**src/rtl/uartb_rx_fifo.sv**
```systemverilog
// rtl/uartb_rx_fifo.sv - UART B receiver: 8N1 deserialiser (optional parity) feeding a FWFT receive FIFO
//
// Optional feature macro: UARTB_PARITY_EN (adds PAR state, PARITY_ODD parameter, live perr)
//
// Ports:
//   clk       system clock
//   reset     synchronous active-high reset
//   rxd       asynchronous serial input, idle high
//   rd        pop strobe; head byte consumed at this clk edge
//   clr_err   clears sticky ovf/ferr/perr
//   dout      FIFO head byte (first-word fall-through), 0x00 when empty
//   rx_avail  FIFO not empty
//   rx_full   FIFO holds FIFO_DEPTH bytes
//   ovf       sticky overrun flag
//   ferr      sticky framing-error flag
//   perr      sticky parity-error flag (0 without UARTB_PARITY_EN)
//   irq       registered rx_avail | ovf | ferr | perr

module uartb_rx_fifo #(
    parameter int DIVIDER    = 434,
    parameter int FIFO_DEPTH = 4
`ifdef UARTB_PARITY_EN
    ,
    parameter int PARITY_ODD = 0
`endif
) (
    input  logic       clk,
    input  logic       reset,
    input  logic       rxd,
    input  logic       rd,
    input  logic       clr_err,
    output logic [7:0] dout,
    output logic       rx_avail,
    output logic       rx_full,
    output logic       ovf,
    output logic       ferr,
    output logic       perr,
    output logic       irq
);

    localparam int PW = (FIFO_DEPTH > 1) ? $clog2(FIFO_DEPTH) : 1;
    localparam int CW = PW + 1;
    localparam logic [15:0] BIT_LOAD  = 16'(DIVIDER - 1);
    localparam logic [15:0] HALF_LOAD = 16'(DIVIDER / 2);
    localparam logic [CW-1:0] FULL_COUNT = CW'(FIFO_DEPTH);

    typedef enum logic [2:0] {
        IDLE  = 3'd0,
        START = 3'd1,
        DATA  = 3'd2,
`ifdef UARTB_PARITY_EN
        PAR   = 3'd3,
`endif
        STOP  = 3'd4
    } state_t;

    state_t      state;
    logic        rx_meta;
    logic        rxs;
    logic [15:0] timer;
    logic [2:0]  bit_idx;
    logic [7:0]  shreg;

    logic [7:0]    mem [FIFO_DEPTH];
    logic [PW-1:0] wr_ptr;
    logic [PW-1:0] rd_ptr;
    logic [CW-1:0] count;

    logic expired;
    logic push;
    logic pop;
    logic wr_en;
    logic ovf_set;
    logic ferr_set;
    logic perr_set;

    // Two-flop synchroniser; flops reset to the idle-high line level so a
    // low line after reset looks like a fresh falling edge.
    always_ff @(posedge clk) begin
        if (reset) begin
            rx_meta <= 1'b1;
            rxs     <= 1'b1;
        end else begin
            rx_meta <= rxd;
            rxs     <= rx_meta;
        end
    end

    assign expired = (timer == 16'd0);

`ifdef UARTB_PARITY_EN
    logic par_bad;
    // Even parity: parity bit equals XOR of data; odd parity inverts it.
    logic par_exp;
    assign par_exp = (^shreg) ^ (PARITY_ODD != 0);
`endif

    always_ff @(posedge clk) begin
        if (reset) begin
            state   <= IDLE;
            timer   <= 16'd0;
            bit_idx <= 3'd0;
            shreg   <= 8'd0;
`ifdef UARTB_PARITY_EN
            par_bad <= 1'b0;
`endif
        end else begin
            case (state)
                IDLE: begin
                    if (!rxs) begin
                        timer <= HALF_LOAD;
                        state <= START;
                    end
                end
                START: begin
                    if (expired) begin
                        if (rxs) begin
                            state <= IDLE;
                        end else begin
                            timer   <= BIT_LOAD;
                            bit_idx <= 3'd0;
                            state   <= DATA;
                        end
                    end else begin
                        timer <= timer - 16'd1;
                    end
                end
                DATA: begin
                    if (expired) begin
                        shreg   <= {rxs, shreg[7:1]};
                        timer   <= BIT_LOAD;
                        bit_idx <= bit_idx + 3'd1;
                        if (bit_idx == 3'd7) begin
`ifdef UARTB_PARITY_EN
                            state <= PAR;
`else
                            state <= STOP;
`endif
                        end
                    end else begin
                        timer <= timer - 16'd1;
                    end
                end
`ifdef UARTB_PARITY_EN
                PAR: begin
                    if (expired) begin
                        par_bad <= (rxs != par_exp);
                        timer   <= BIT_LOAD;
                        state   <= STOP;
                    end else begin
                        timer <= timer - 16'd1;
                    end
                end
`endif
                STOP: begin
                    // Straight back to IDLE; a low rxs there starts the next frame.
                    if (expired) begin
                        state <= IDLE;
                    end else begin
                        timer <= timer - 16'd1;
                    end
                end
                default: state <= IDLE;
            endcase
        end
    end

    // The byte is pushed on the stop sample regardless of the stop level.
    assign push     = (state == STOP) && expired;
    assign ferr_set = push && !rxs;
`ifdef UARTB_PARITY_EN
    assign perr_set = push && par_bad;
`else
    assign perr_set = 1'b0;
`endif

    assign rx_avail = (count != '0);
    assign rx_full  = (count == FULL_COUNT);
    assign dout     = rx_avail ? mem[rd_ptr] : 8'h00;

    // A pop in the same cycle frees the slot, so a push into a full FIFO
    // with rd is accepted and is not an overrun.
    assign pop     = rd && rx_avail;
    assign wr_en   = push && (!rx_full || pop);
    assign ovf_set = push && rx_full && !pop;

    always_ff @(posedge clk) begin
        if (wr_en) begin
            mem[wr_ptr] <= shreg;
        end
    end

    always_ff @(posedge clk) begin
        if (reset) begin
            wr_ptr <= '0;
            rd_ptr <= '0;
            count  <= '0;
            ovf    <= 1'b0;
            ferr   <= 1'b0;
            irq    <= 1'b0;
        end else begin
            if (wr_en) begin
                wr_ptr <= wr_ptr + PW'(1);
            end
            if (pop) begin
                rd_ptr <= rd_ptr + PW'(1);
            end
            case ({wr_en, pop})
                2'b10:   count <= count + CW'(1);
                2'b01:   count <= count - CW'(1);
                default: count <= count;
            endcase
            // A set event in the same cycle as clr_err keeps the flag set.
            ovf  <= ovf_set  | (ovf  & ~clr_err);
            ferr <= ferr_set | (ferr & ~clr_err);
            irq  <= rx_avail | ovf | ferr | perr;
        end
    end

`ifdef UARTB_PARITY_EN
    always_ff @(posedge clk) begin
        if (reset) begin
            perr <= 1'b0;
        end else begin
            perr <= perr_set | (perr & ~clr_err);
        end
    end
`else
    assign perr = perr_set;
`endif

endmodule

```
**config.mk**
```make
export PLATFORM = sky130hd
export DESIGN_NAME = uartb_rx_fifo
export DESIGN_NICKNAME = d
export VERILOG_FILES = /design/src/rtl/uartb_rx_fifo.sv
export SDC_FILE = /design/constraint.sdc
export NUM_CORES = 1
export LEC_CHECK = 0
export CORE_MARGIN = 5
export CORE_UTILIZATION = 60
export CTS_CLUSTER_SIZE = 16
export DETAILED_ROUTE_END_ITERATION = 6
export HOLD_SLACK_MARGIN = 0.05
export PLACE_DENSITY_LB_ADDON = 0.08
export SETUP_SLACK_MARGIN = 0.1
export SYNTH_ARGS = -nofsm -noshare
export SYNTH_HDL_FRONTEND = slang
export SYNTH_SLANG_ARGS = --single-unit
```
**constraint.sdc**
```tcl
create_clock -name clk -period 4.25 [get_ports clk]
set_input_delay 0.425 -clock clk [delete_from_list [all_inputs] [get_ports clk]]
set_output_delay 0.425 -clock clk [all_outputs]
set_load 0.02 [all_outputs]
```
Word level (Yosys, flattened, before mapping)
Memory sizes are Yosys's and may differ from the RTL's. A register that Yosys moved wholly into a read port is not among the register bits.
Index checks and enable logic that the tools add are counted.
Widths: inputs -> output; s select.

word-level totals
  memories = 1
  output and inout port bits = 14
  word-level logic and storage cells = 84
  bits in writable memories = 32
  register bits after elaboration = 42

memories
  name  words  width  read ports  clocked after Yosys merged registers in  wr ports  line  text
  mem   4      8      1           1                                        1         64    logic [7:0] mem [FIFO_DEPTH];

cells by class
  reduce and logical (&&, ||, !) cells = 20
  add/subtract/negate cells = 6
  bitwise gates (word level) = 7
  muxes and demuxes = 23
  equality and inequality tests = 15

operators by type and width
  operator               number
  $mux 16                5
  $pmux 16 s4            1
  $mux 3                 8
  $logic_not 16->1       1
  $sub 16x1->16 const B  1
  $ne 2x2->1 const B     7
  $pmux 3 s2             2
  $pmux 3 s4             1
  $eq 3x3->1 const B     3
  $mux 8                 1
  $reduce_and 4->1       2
  $add 3x1->3 const B    2
  $logic_and 1x1->1      6
  $mux 2                 3
  $reduce_and 5->1       1
  $add 2x1->2 const B    2
  $or 1x1->1             4
  $reduce_bool 2->1      2
  $reduce_bool 4->1      1
  $eq 3x1->1 const B     1
  $eq 3x2->1 const B     1
  $logic_not 1->1        3
  $logic_not 3->1        1
  $ne 3x3->1 const B     1
  other kinds (9)        11

Longest topological paths before layout
Gate-level depths: netlist of run 1.

  depth after elaboration = 6
  gate-level depth with buffers = 11
  depth with buffers taken out = 10

Worst setup path after synthesis of run 1
Ideal clock, no wire load.

  path type = flip-flop to flip-flop
  start = register timer[10]
  end = register count[1]
  data required time = 4.164 ns
  cell stages (with the launch flop) = 9
  arrival time = 2.593 ns
  path slack = 1.572 ns
  library setup time = 0.086 ns
  path through = dfxtp_1 nor4_1 nand4_1 clkbuf_1 o21ai_0 fa_1 a22oi_1 a31oi_1 a211oi_1

between the ends
  word-level cells in the longest chain between the ends = 5
  elaborated cells on any way between the ends = 7

ends and longest elaborated chain
  what                                             line  text
  start, declared                                  60    logic [15:0] timer;
  start signal, assigned                           125   timer <= timer - 16'd1;
  start signal, assigned                           141   timer <= timer - 16'd1;
  start signal, assigned                           160   timer <= timer - 16'd1;
  $logic_not 16->1 (*)                             89    assign expired = (timer == 16'd0);
  $logic_and 1x1->1 (*)                            169   assign push = (state == STOP) && expired;
  $logic_and 1x1->1 (*)                            184   assign wr_en = push && (!rx_full || pop);
  $eq 2x1->1 or $eq 2x2->1 (tied branches)         208   case ({wr_en, pop})
  $pmux 3 s2 or $reduce_bool 2->1 (tied branches)  --
  end signal, assigned                             209   2'b10: count <= count + CW'(1);
  end signal, assigned                             210   2'b01: count <= count - CW'(1);
  end signal, assigned                             211   default: count <= count;
  end, declared                                    67    logic [CW-1:0] count;

Every way passes the cells marked *; elsewhere a longest branch is shown, timed or not.
A chain may end at the register's enable or synchronous reset.

Final worst setup path of run 1
  start = register timer[6]
  end = register timer[15]

between the ends
  word-level cells in the longest chain between the ends = 3
  elaborated cells on any way between the ends = 9

ends and longest elaborated chain
  what                                               line  text
  $sub 16x1->16 or $logic_not 16->1 (tied branches)  --
  $mux 16 (tied with other cells)                    157   if (expired) begin
  $pmux 16 s4 or $reduce_and 4->1 (tied branches)    --

Several ways; a longest one is shown, not always the timed one. The select of a mux whose other input is x is not followed.

==> results of run 1 <==
## critical path: cells and delay by family (launching register included)
family / cells / cell delay [ns]
AOI/OAI and AO/OA: 3 / 0.86
DFF: 1 / 0.35
and+or+nand+nor: 2 / 1.58
## cell families after synthesis
logic type,after synthesis,synth area share [%]
other cells,1,0.103
fa+ha+maj,9,3.29
compound gates,84,15.3
simple gates,128,18.9
buf+inv,37,4.42
xor+xnor,10,2.40
flops,76,50.4
mux,9,5.20
## synthesized netlist by cell type, drive strengths merged (4+ instances only)
master | count | area share, %
a211oi | 10 | 2.2
a21oi | 27 | 3.7
a31oi | 5 | 0.86
and2 | 5 | 0.86
buf | 8 | 1.4
clkbuf | 14 | 1.5
dfxtp | 44 | 24
edfxtp | 32 | 26
ha | 8 | 2.7
inv | 15 | 1.5
mux4 | 8 | 4.9
nand2 | 32 | 3.3
nand2b | 5 | 0.86
nand3 | 4 | 0.55
nor2 | 25 | 2.6
nor2b | 11 | 1.9
nor3 | 20 | 2.9
nor4 | 4 | 0.68
o21ai | 8 | 1.1
o221ai | 4 | 0.96
o22ai | 4 | 0.68
o31ai | 5 | 1.0
xnor2 | 8 | 1.9
## cell usage in the layout, fill, tap and decap left out, drive strengths merged, types with 3 or more instances in the layout
| cell | n |
|---|---|
| a21oi | 27 |
| mux4 | 8 |
| nor4 | 4 |
| ha | 8 |
| a21boi | 3 |
| edfxtp | 32 |
| o22ai | 4 |
| or3 | 3 |
| buf | 4 |
| a211oi | 10 |
| nor2 | 25 |
| nand2b | 5 |
| a31oi | 5 |
| o221ai | 4 |
| nand3 | 4 |
| o41ai | 3 |
| inv | 20 |
| clkbuf | 9 |
| dfxtp | 44 |
| nand2 | 32 |
| o21ai | 8 |
| nor2b | 11 |
| clkdlybuf4s50 | 17 |
| and2 | 5 |
| xnor2 | 8 |
| nor3 | 20 |
| o31ai | 5 |
## flip-flops by register name, summed over array words and instances (netlist names), named ones only
signal and flops:
bit_idx 3, count 3, ferr 1, irq 1
mem 32, ovf 1, rd_ptr 2, rx_meta 1
rxs 1, shreg 8, state 3, timer 16
wr_ptr 2
## metrics by stage
step,util (%),setup WS [ns],std cells
after floorplan,-,1.57,354
after global placement,64.9,1.46,428
after detailed placement,64.9,1.29,428
after CTS,68.1,1.29,444
after global routing,68.1,0.902,444
final,68.1,1.30,444
## routing by layer
metal	part of all wire [%]	wire, um	vias to the layer above
met5	0	0	-
met4	1.6	123	0
met3	5.1	393	9
met2	45	3490	74
met1	48	3730	1322
li1	-	-	1329
## final cells by class
class | instances | area (sq um)
Multi-Input combinational cell | 241 | 1650
Clock buffer | 9 | 124
Timing Repair Buffer | 21 | 200
Inverter | 15 | 56.3
Tap cell | 75 | 93.8
Sequential cell | 76 | 1840
Clock inverter | 7 | 62.6
Fill cell | 454 | 1890
## power by group
group	internal [mW]	switching [mW]	leakage, nW
Clock	0.225	0.293	0.0931
Sequential	0.769	0.0249	0.653
Combinational	0.0861	0.137	0.588
## worst max path at each step
stage | end | slack (ns)
floorplan | count[1] | 1.57
finish | timer[15] | 1.30
detailed placement | timer[10] | 1.29
CTS | timer[10] | 1.29
global placement | timer[12] | 1.46
global route | timer[10] | 0.90
==> impl_metrics.json, run 1 <==
{
  "gr-total-overflow": 0,
  "grt_pass1_vias": 2580,
  "coreArea_sq_um": 5920,
  "drtPass1Iterations": 5,
  "reg2reg_to": "timer[15]",
  "powerDensity_nw_per_um2": 381,
  "crit_fanout": 23,
  "final.setup.tns_ns": 0,
  "cts.sinks": 76,
  "ios": 19,
  "cts_tree": "yes",
  "gp_congestion": 0.875,
  "root_buffer": "clkbuf_8",
  "async_flop_share_pct": 0,
  "dpl-instance-area_sq_um": 3840,
  "synth_edf_count": 32,
  "r2r_start": "timer[6]",
  "start_util_pct": 61.7,
  "final_max_slew_viol_count": 0,
  "skew_ns": 0.00939,
  "antenna_cells": 0,
  "ys_seq_elements": 76,
  "hp-class": "flop to flop",
  "cts.clk_slew.worst_paths_ns": 0.09,
  "grt_use_met1_pct": 33.9,
  "yosysUniqueCellTypes": 61,
  "hold_slack_ns": 0.413,
  "antenna_found_initial": 0,
  "crit_chain": "nor4_1 > and4_1 > o21ai_0 > a21oi_1 > a211oi_1",
  "cp.required_ns": 4.45,
  "finish.instance_area_sq_um": 4030,
  "total_power_mw": 1.54,
  "p_leak_nw": 1.33,
  "grtUsageMet2_pct": 32.3,
  "ant_nets": 0,
  "io_buffers": 17,
  "cts_resized": 0,
  "slew-limit-headroom_pct": 41.2,
  "end_kind": "flop",
  "hold_violations": 0,
  "cap_violations": 0,
  "layout-drive-gt1-share_pct": 10.6,
  "hold_depth": 1,
  "arrival_ns": 3.15,
  "crit_start": "timer[6]",
  "grt_pass1_wl_um": 13200,
  "r2r_slack_ns": 1.30,
  "final_nets": 378,
  "worst_pin_slew_ns": 0.874,
  "dieArea_sq_um": 7750,
  "min_from": "rx_meta",
  "wire_per_inst_um": 17.4,
  "vdd_drop_max_mv": 0.333,
  "dp_hpwl_um": 5560,
  "area_growth_pct": 10.3,
  "grtUsageTotal_pct": 22.4,
  "grt_max_degree": 25,
  "clock_latency_ns": 0.35,
  "postCtsSetupRepairBufs": 0,
  "ff2ff_path_depth": 5,
  "seq_area_frac_synth_pct": 50.4,
  "vias_per_cell": 6.16,
  "worst_path_largest_cell_delay_ns": 0.80,
  "vias": 2734,
  "finalSetupViolations": 0,
  "min_to": "rxs",
  "crit_type": "flop to flop",
  "die_y_um": 88.0,
  "cts_buffer_depth": 2,
  "ys.flop_type": "dfxtp_1",
  "cts_inserted_buffers": 9,
  "wl_um": 7740,
  "grt_use_met3_pct": 3.76,
  "yosysWarnings": 0,
  "fmax_mhz": 339,
  "avgSynthCellArea_sq_um": 10.3,
  "cts_max_level": 3,
  "period_share_pct": 69.5,
  "grt.busiest_layer": "met1",
  "run_status": "finished, final reports clean",
  "cp-start-kind": "flop",
  "synth_area_sq_um": 3650,
  "cts_hold_buf": 0,
  "first_iter_violations": 254,
  "synth_nets": 368,
  "netlist_instances": 354,
  "die_w_um": 88.0,
  "rsz0062_at_grt": "no",
  "cpMaxStageDelayCell": "and4_1",
  "min_period_ns": 2.95,
  "remaining_drc_errors": 0,
  "num_rows": 28
}
Power figures use the tool's default switching activity.
==> run 2, diff against run 1 <==
--- a/config.mk
+++ b/config.mk
@@ -6,7 +6,7 @@
 export NUM_CORES = 1
 export LEC_CHECK = 0
 export CORE_MARGIN = 5
-export CORE_UTILIZATION = 60
+export CORE_UTILIZATION = 59
 export CTS_CLUSTER_SIZE = 16
 export DETAILED_ROUTE_END_ITERATION = 6
 export HOLD_SLACK_MARGIN = 0.05
==> constraint.sdc (replaced) <==
create_clock -name clk -period 2.8 [get_ports clk]
set_input_delay 0.28 -clock clk [delete_from_list [all_inputs] [get_ports clk]]
set_output_delay 0.28 -clock clk [all_outputs]
set_load 0.02 [all_outputs]
==> run 2 against run 1 <==
- non-clock buffer count rose by 18
- die area rose by 1.5%
- combinational power rose by 72%
- sequential power rose by 52%
- design area rose by 4.1%
==> impl_metrics.json, run 2 (same netlist as run 1, synthesis figures left out) <==
{
  "run_status": "finished, final reports clean",
  "hold_depth": 1,
  "cts_buffer_depth": 2,
  "worst_pin_slew_ns": 0.615,
  "cts.clk_slew.worst_paths_ns": 0.08,
  "skew_ns": 0.00507,
  "period_share_pct": 88.3,
  "cts_tree": "yes",
  "vias": 2758,
  "final.setup.tns_ns": 0,
  "cp-start-kind": "flop",
  "antenna_cells": 0,
  "num_rows": 28,
  "grt_pass1_wl_um": 13100,
  "combPwrFrac_pct": 15.6,
  "io_buffers": 17,
  "dpl-instance-area_sq_um": 3980,
  "cap_violations": 0,
  "dp_hpwl_um": 5500,
  "vdd_drop_max_mv": 0.392,
  "cp.required_ns": 3.09,
  "grt.busiest_layer": "met1",
  "final_cell_mix": "44 x dfxtp_1, 32 x nand2_1, 32 x edfxtp_1, 27 x a21oi_1, 25 x nor2_1",
  "clock_latency_ns": 0.36,
  "hp-class": "flop to flop",
  "final_max_slew_viol_count": 0,
  "root_buffer": "clkbuf_8",
  "grtUsageMet2_pct": 31.7,
  "die_y_um": 88.7,
  "r2r_slack_ns": 0.33,
  "finish.instance_area_sq_um": 4190,
  "ff2ff_path_depth": 8,
  "rsz0062_at_grt": "no",
  "ios": 19,
  "p_int_mw": 1.77,
  "layout_commonest_cell": "dfxtp_1",
  "largest-register": "mem",
  "switching_share_pct": 27.7,
  "cts.sinks": 76,
  "power_frac_clock_pct": 35.1,
  "finalSetupViolations": 0,
  "crit_type": "flop to flop",
  "start_util_pct": 61.4,
  "final_util_pct": 70.4,
  "layout-drive-gt1-share_pct": 15.0,
  "fmax_mhz": 405,
  "largest_reg_flops": 32,
  "gp_congestion": 0.846,
  "grt_use_met3_pct": 5.59,
  "cts_max_level": 3,
  "hold_slack_ns": 0.435,
  "remaining_drc_errors": 0,
  "slew-limit-headroom_pct": 59.0,
  "wire_per_inst_um": 16.8,
  "grtUsageTotal_pct": 22.0,
  "first_iter_violations": 195,
  "cts_hold_buf": 0,
  "area_growth_pct": 14.8,
  "p_seq_share_pct": 49.3,
  "antenna_found_initial": 0,
  "gr-total-overflow": 0,
  "largestRegisters": "mem: 32 flops, timer: 16 flops, shreg: 8 flops",
  "total_power_mw": 2.45,
  "grt_max_degree": 25,
  "grt_use_met1_pct": 32.4,
  "min_period_ns": 2.47,
  "powerDensity_nw_per_um2": 584,
  "grt_pass1_vias": 2607,
  "final_nets": 396,
  "ant_nets": 0,
  "wl_um": 7750,
  "arrival_ns": 2.76,
  "drtPass1Iterations": 5,
  "cts_inserted_buffers": 9,
  "power.switching_mw": 0.678,
  "die_w_um": 88.7,
  "dieArea_sq_um": 7870,
  "hold_violations": 0,
  "p_leak_nw": 1.43,
  "end_kind": "flop",
  "crit_fanout": 7,
  "vias_per_cell": 5.97,
  "coreArea_sq_um": 5960
}
==> run 2: layer usage <==
metal  vias to the layer above  wire length [um]
met2                        80              3480
li1                       1368                 -
met3                         8               546
met4                         0                83
met5                         -                 0
met1                      1302              3640
==> run 2: worst max-delay path: stages (launching register included) <==
cell and delay [ns]:
dfxtp_1 0.39, inv_1 0.08, ha_1 0.22, nor4b_2 0.17
buf_4 0.15, and4_1 0.18, a2111o_1 0.46, or4b_4 0.55
a211oi_2 0.21
==> run 2: final timing paths <==
path                  from        end
setup / recovery  timer[0]  timer[13]
hold / removal     rx_meta        rxs
setup reg to reg  timer[0]  timer[13]
hold reg to reg    rx_meta        rxs
==> run 2: stage by stage <==
stage | std cells | setup slack [ns]
5_1_grt | 462 | 0.141
4_1_cts | 462 | 0.237
2_1_floorplan | 354 | 0.122
3_3_place_gp | 446 | 0.367
3_5_place_dp | 446 | 0.274
6_report | 462 | 0.328
==> run 2: repair_timing <==
action                                  in CTS  in global routing
endpoints found under the setup margin       0                 33
buffers inserted                             0                  0
gates resized for setup                      0                  1
==> run 2: power by group through the flow <==
stage          clock network (mW)  registers, mW  logic, mW
3_5_place_dp                    0           1.23      0.374
5_1_grt                     0.941           1.21      0.425
3_3_place_gp                    0           1.23      0.369
4_1_cts                     0.886           1.21      0.377
2_1_floorplan                   0           1.21      0.279
6_report                    0.861           1.21      0.383
==> run 2: cell type report <==
type | count | area (sq um)
multi-input combinational | 241 | 1660
inverter | 15 | 56.3
clock buffer | 10 | 138
sequential | 76 | 1840
fill | 475 | 1760
tap | 75 | 93.8
clock inverter | 6 | 71.3
timing repair buffer | 39 | 335
==> run 3, diff against run 2 <==
--- a/config.mk
+++ b/config.mk
@@ -6,7 +6,7 @@
 export NUM_CORES = 1
 export LEC_CHECK = 0
 export CORE_MARGIN = 5
-export CORE_UTILIZATION = 59
+export CORE_UTILIZATION = 54
 export CTS_CLUSTER_SIZE = 16
 export DETAILED_ROUTE_END_ITERATION = 6
 export HOLD_SLACK_MARGIN = 0.05
==> constraint.sdc (replaced) <==
create_clock -name clk -period 2.25 [get_ports clk]
set_input_delay 0.225 -clock clk [delete_from_list [all_inputs] [get_ports clk]]
set_output_delay 0.225 -clock clk [all_outputs]
set_load 0.02 [all_outputs]
==> run 3 against run 2 <==
- combinational power rose by 46%
- non-clock buffer count grew 18
- sequential power is 24% higher
- clock skew increased by 0.0056 ns
- utilization decreased by 2.9 points
- first-iteration DRC count down 46%
- cell count up 5.0%
- register-to-register slack worse by 0.31 ns
- die area rose by 8.2%
- critical endpoint unchanged
==> impl_metrics.json, run 3 (same netlist as run 1, synthesis figures left out) <==
{
  "run_status": "finished, final reports clean",
  "cp-start-kind": "flop",
  "final_util_pct": 67.5,
  "grt_max_degree": 24,
  "min_from": "rx_meta",
  "hold_depth": 1,
  "period_share_pct": 99.3,
  "finalSetupViolations": 0,
  "total_power_mw": 3.22,
  "final.setup.tns_ns": 0,
  "powerDensity_nw_per_um2": 714,
  "crit_fanout": 5,
  "worst_pin_slew_ns": 0.642,
  "coreArea_sq_um": 6680,
  "dp_hpwl_um": 5610,
  "ant_nets": 0,
  "m1WireLength_um": 3470,
  "remaining_drc_errors": 0,
  "cts_buffer_depth": 2,
  "wl_met3_um": 341,
  "dieArea_sq_um": 8510,
  "grt_pass1_vias": 2789,
  "layout_commonest_cell": "dfxtp_1",
  "min_to": "rxs",
  "ios": 19,
  "r2r_start": "timer[1]",
  "cts_max_level": 3,
  "crit_type": "flop to flop",
  "gr-total-overflow": 0,
  "top_layer": "met4",
  "io_buffers": 17,
  "multi_input_area_sq_um": 1760,
  "reg2reg_to": "timer[13]",
  "final_max_slew_viol_count": 0,
  "largest-register": "mem",
  "skew_ns": 0.0106,
  "cts_inserted_buffers": 9,
  "first_iter_violations": 106,
  "fillers": 525,
  "cts.sinks": 76,
  "wire_per_inst_um": 16.2,
  "wl_um": 7870,
  "cap_violations": 0,
  "start_util_pct": 54.7,
  "root_buffer": "clkbuf_8",
  "largest_reg_flops": 32,
  "die_y_um": 92.3,
  "end_kind": "flop",
  "cts.clk_slew.worst_paths_ns": 0.08,
  "grt_pass1_wl_um": 13500,
  "fmax_mhz": 447,
  "drtPass1Iterations": 4,
  "grtUsageTotal_pct": 19.8,
  "vdd_drop_max_mv": 0.423,
  "vias_per_cell": 5.87,
  "num_rows": 30,
  "cp.required_ns": 2.52,
  "area_growth_pct": 23.3,
  "cts_hold_buf": 0,
  "hp-class": "flop to flop",
  "final_nets": 414,
  "hold_violations": 0,
  "largestRegisters": "mem: 32 flops, timer: 16 flops, shreg: 8 flops",
  "rsz0062_at_grt": "yes",
  "p_leak_nw": 1.63,
  "ff2ff_path_depth": 5,
  "cts_tree": "yes",
  "arrival_ns": 2.51,
  "vias": 2847,
  "post-place-cells": 464,
  "slew-limit-headroom_pct": 56.1,
  "layout-drive-gt1-share_pct": 23.7,
  "crit_start": "timer[1]",
  "final_cell_mix": "40 x dfxtp_1, 34 x buf_4, 32 x nand2_1, 32 x edfxtp_1, 26 x a21oi_1",
  "instances_no_fill": 485,
  "clock_latency_ns": 0.35,
  "hold_slack_ns": 0.423,
  "min_period_ns": 2.23,
  "die_w_um": 92.3,
  "gp_congestion": 0.893,
  "wl_met2_um": 3980,
  "antenna_found_initial": 0,
  "antenna_cells": 0,
  "r2r_slack_ns": 0.02,
  "regArea_sq_um": 1850
}
==> run 3: per-layer routing <==
layer,up-vias,track usage (%)
met5,-,0
met4,0,8.29
met3,9,3.36
met2,77,32.4
met1,1362,26.1
li1,1399,-
==> run 3: how the worst max path moves through the flow <==
stage | end | slack [ns] | cells past startpoint
finish | timer[13] | 0.02 | 5
global route | count[1] | -0.11 | 9
CTS | timer[13] | 0.02 | 5
detailed placement | count[1] | -0.03 | 9
global placement | count[1] | 0.07 | 9
floorplan | count[1] | 0.04 | 10
==> run 3: critical path, stage by stage, from the launching register on <==
cell      delay (ns)
dfxtp_2         0.35
or4_4           0.56
nand4b_4        0.19
a2111o_1        0.37
or4b_4          0.50
a211oi_2        0.19
==> run 3: timing repair <==
action,4_1_cts,5_1_grt
setup buffers,2,3
endpoints found under the setup margin,13,46
gates resized for setup,8,14
gates cloned,0,0
pin swaps,3,2
==> run 3: stage by stage <==
stage | area, sq um | worst slack (ns)
floorplan | 3730 | 0.0360
global placement | 4210 | 0.0687
detailed placement | 4210 | -0.0296
CTS | 4440 | 0.0239
global route | 4510 | -0.107
finish | 4510 | 0.0152
==> run 3: where the power goes <==
group	switching [mW]	total [mW]	leakage (nW)	internal (mW)
clock	0.529	1.16	0.106	0.630
combinational	0.310	0.558	0.866	0.248
sequential	0.0467	1.50	0.655	1.45
==> run 3: cell type report <==
cell class,instances,share of cell area (%)
Timing Repair Buffer,57,11.7
Multi-Input combinational cell,241,39.0
Clock buffer,9,2.75
Clock inverter,7,2.16
Inverter,15,1.25
Tap cell,80,2.22
Sequential cell,76,41.0
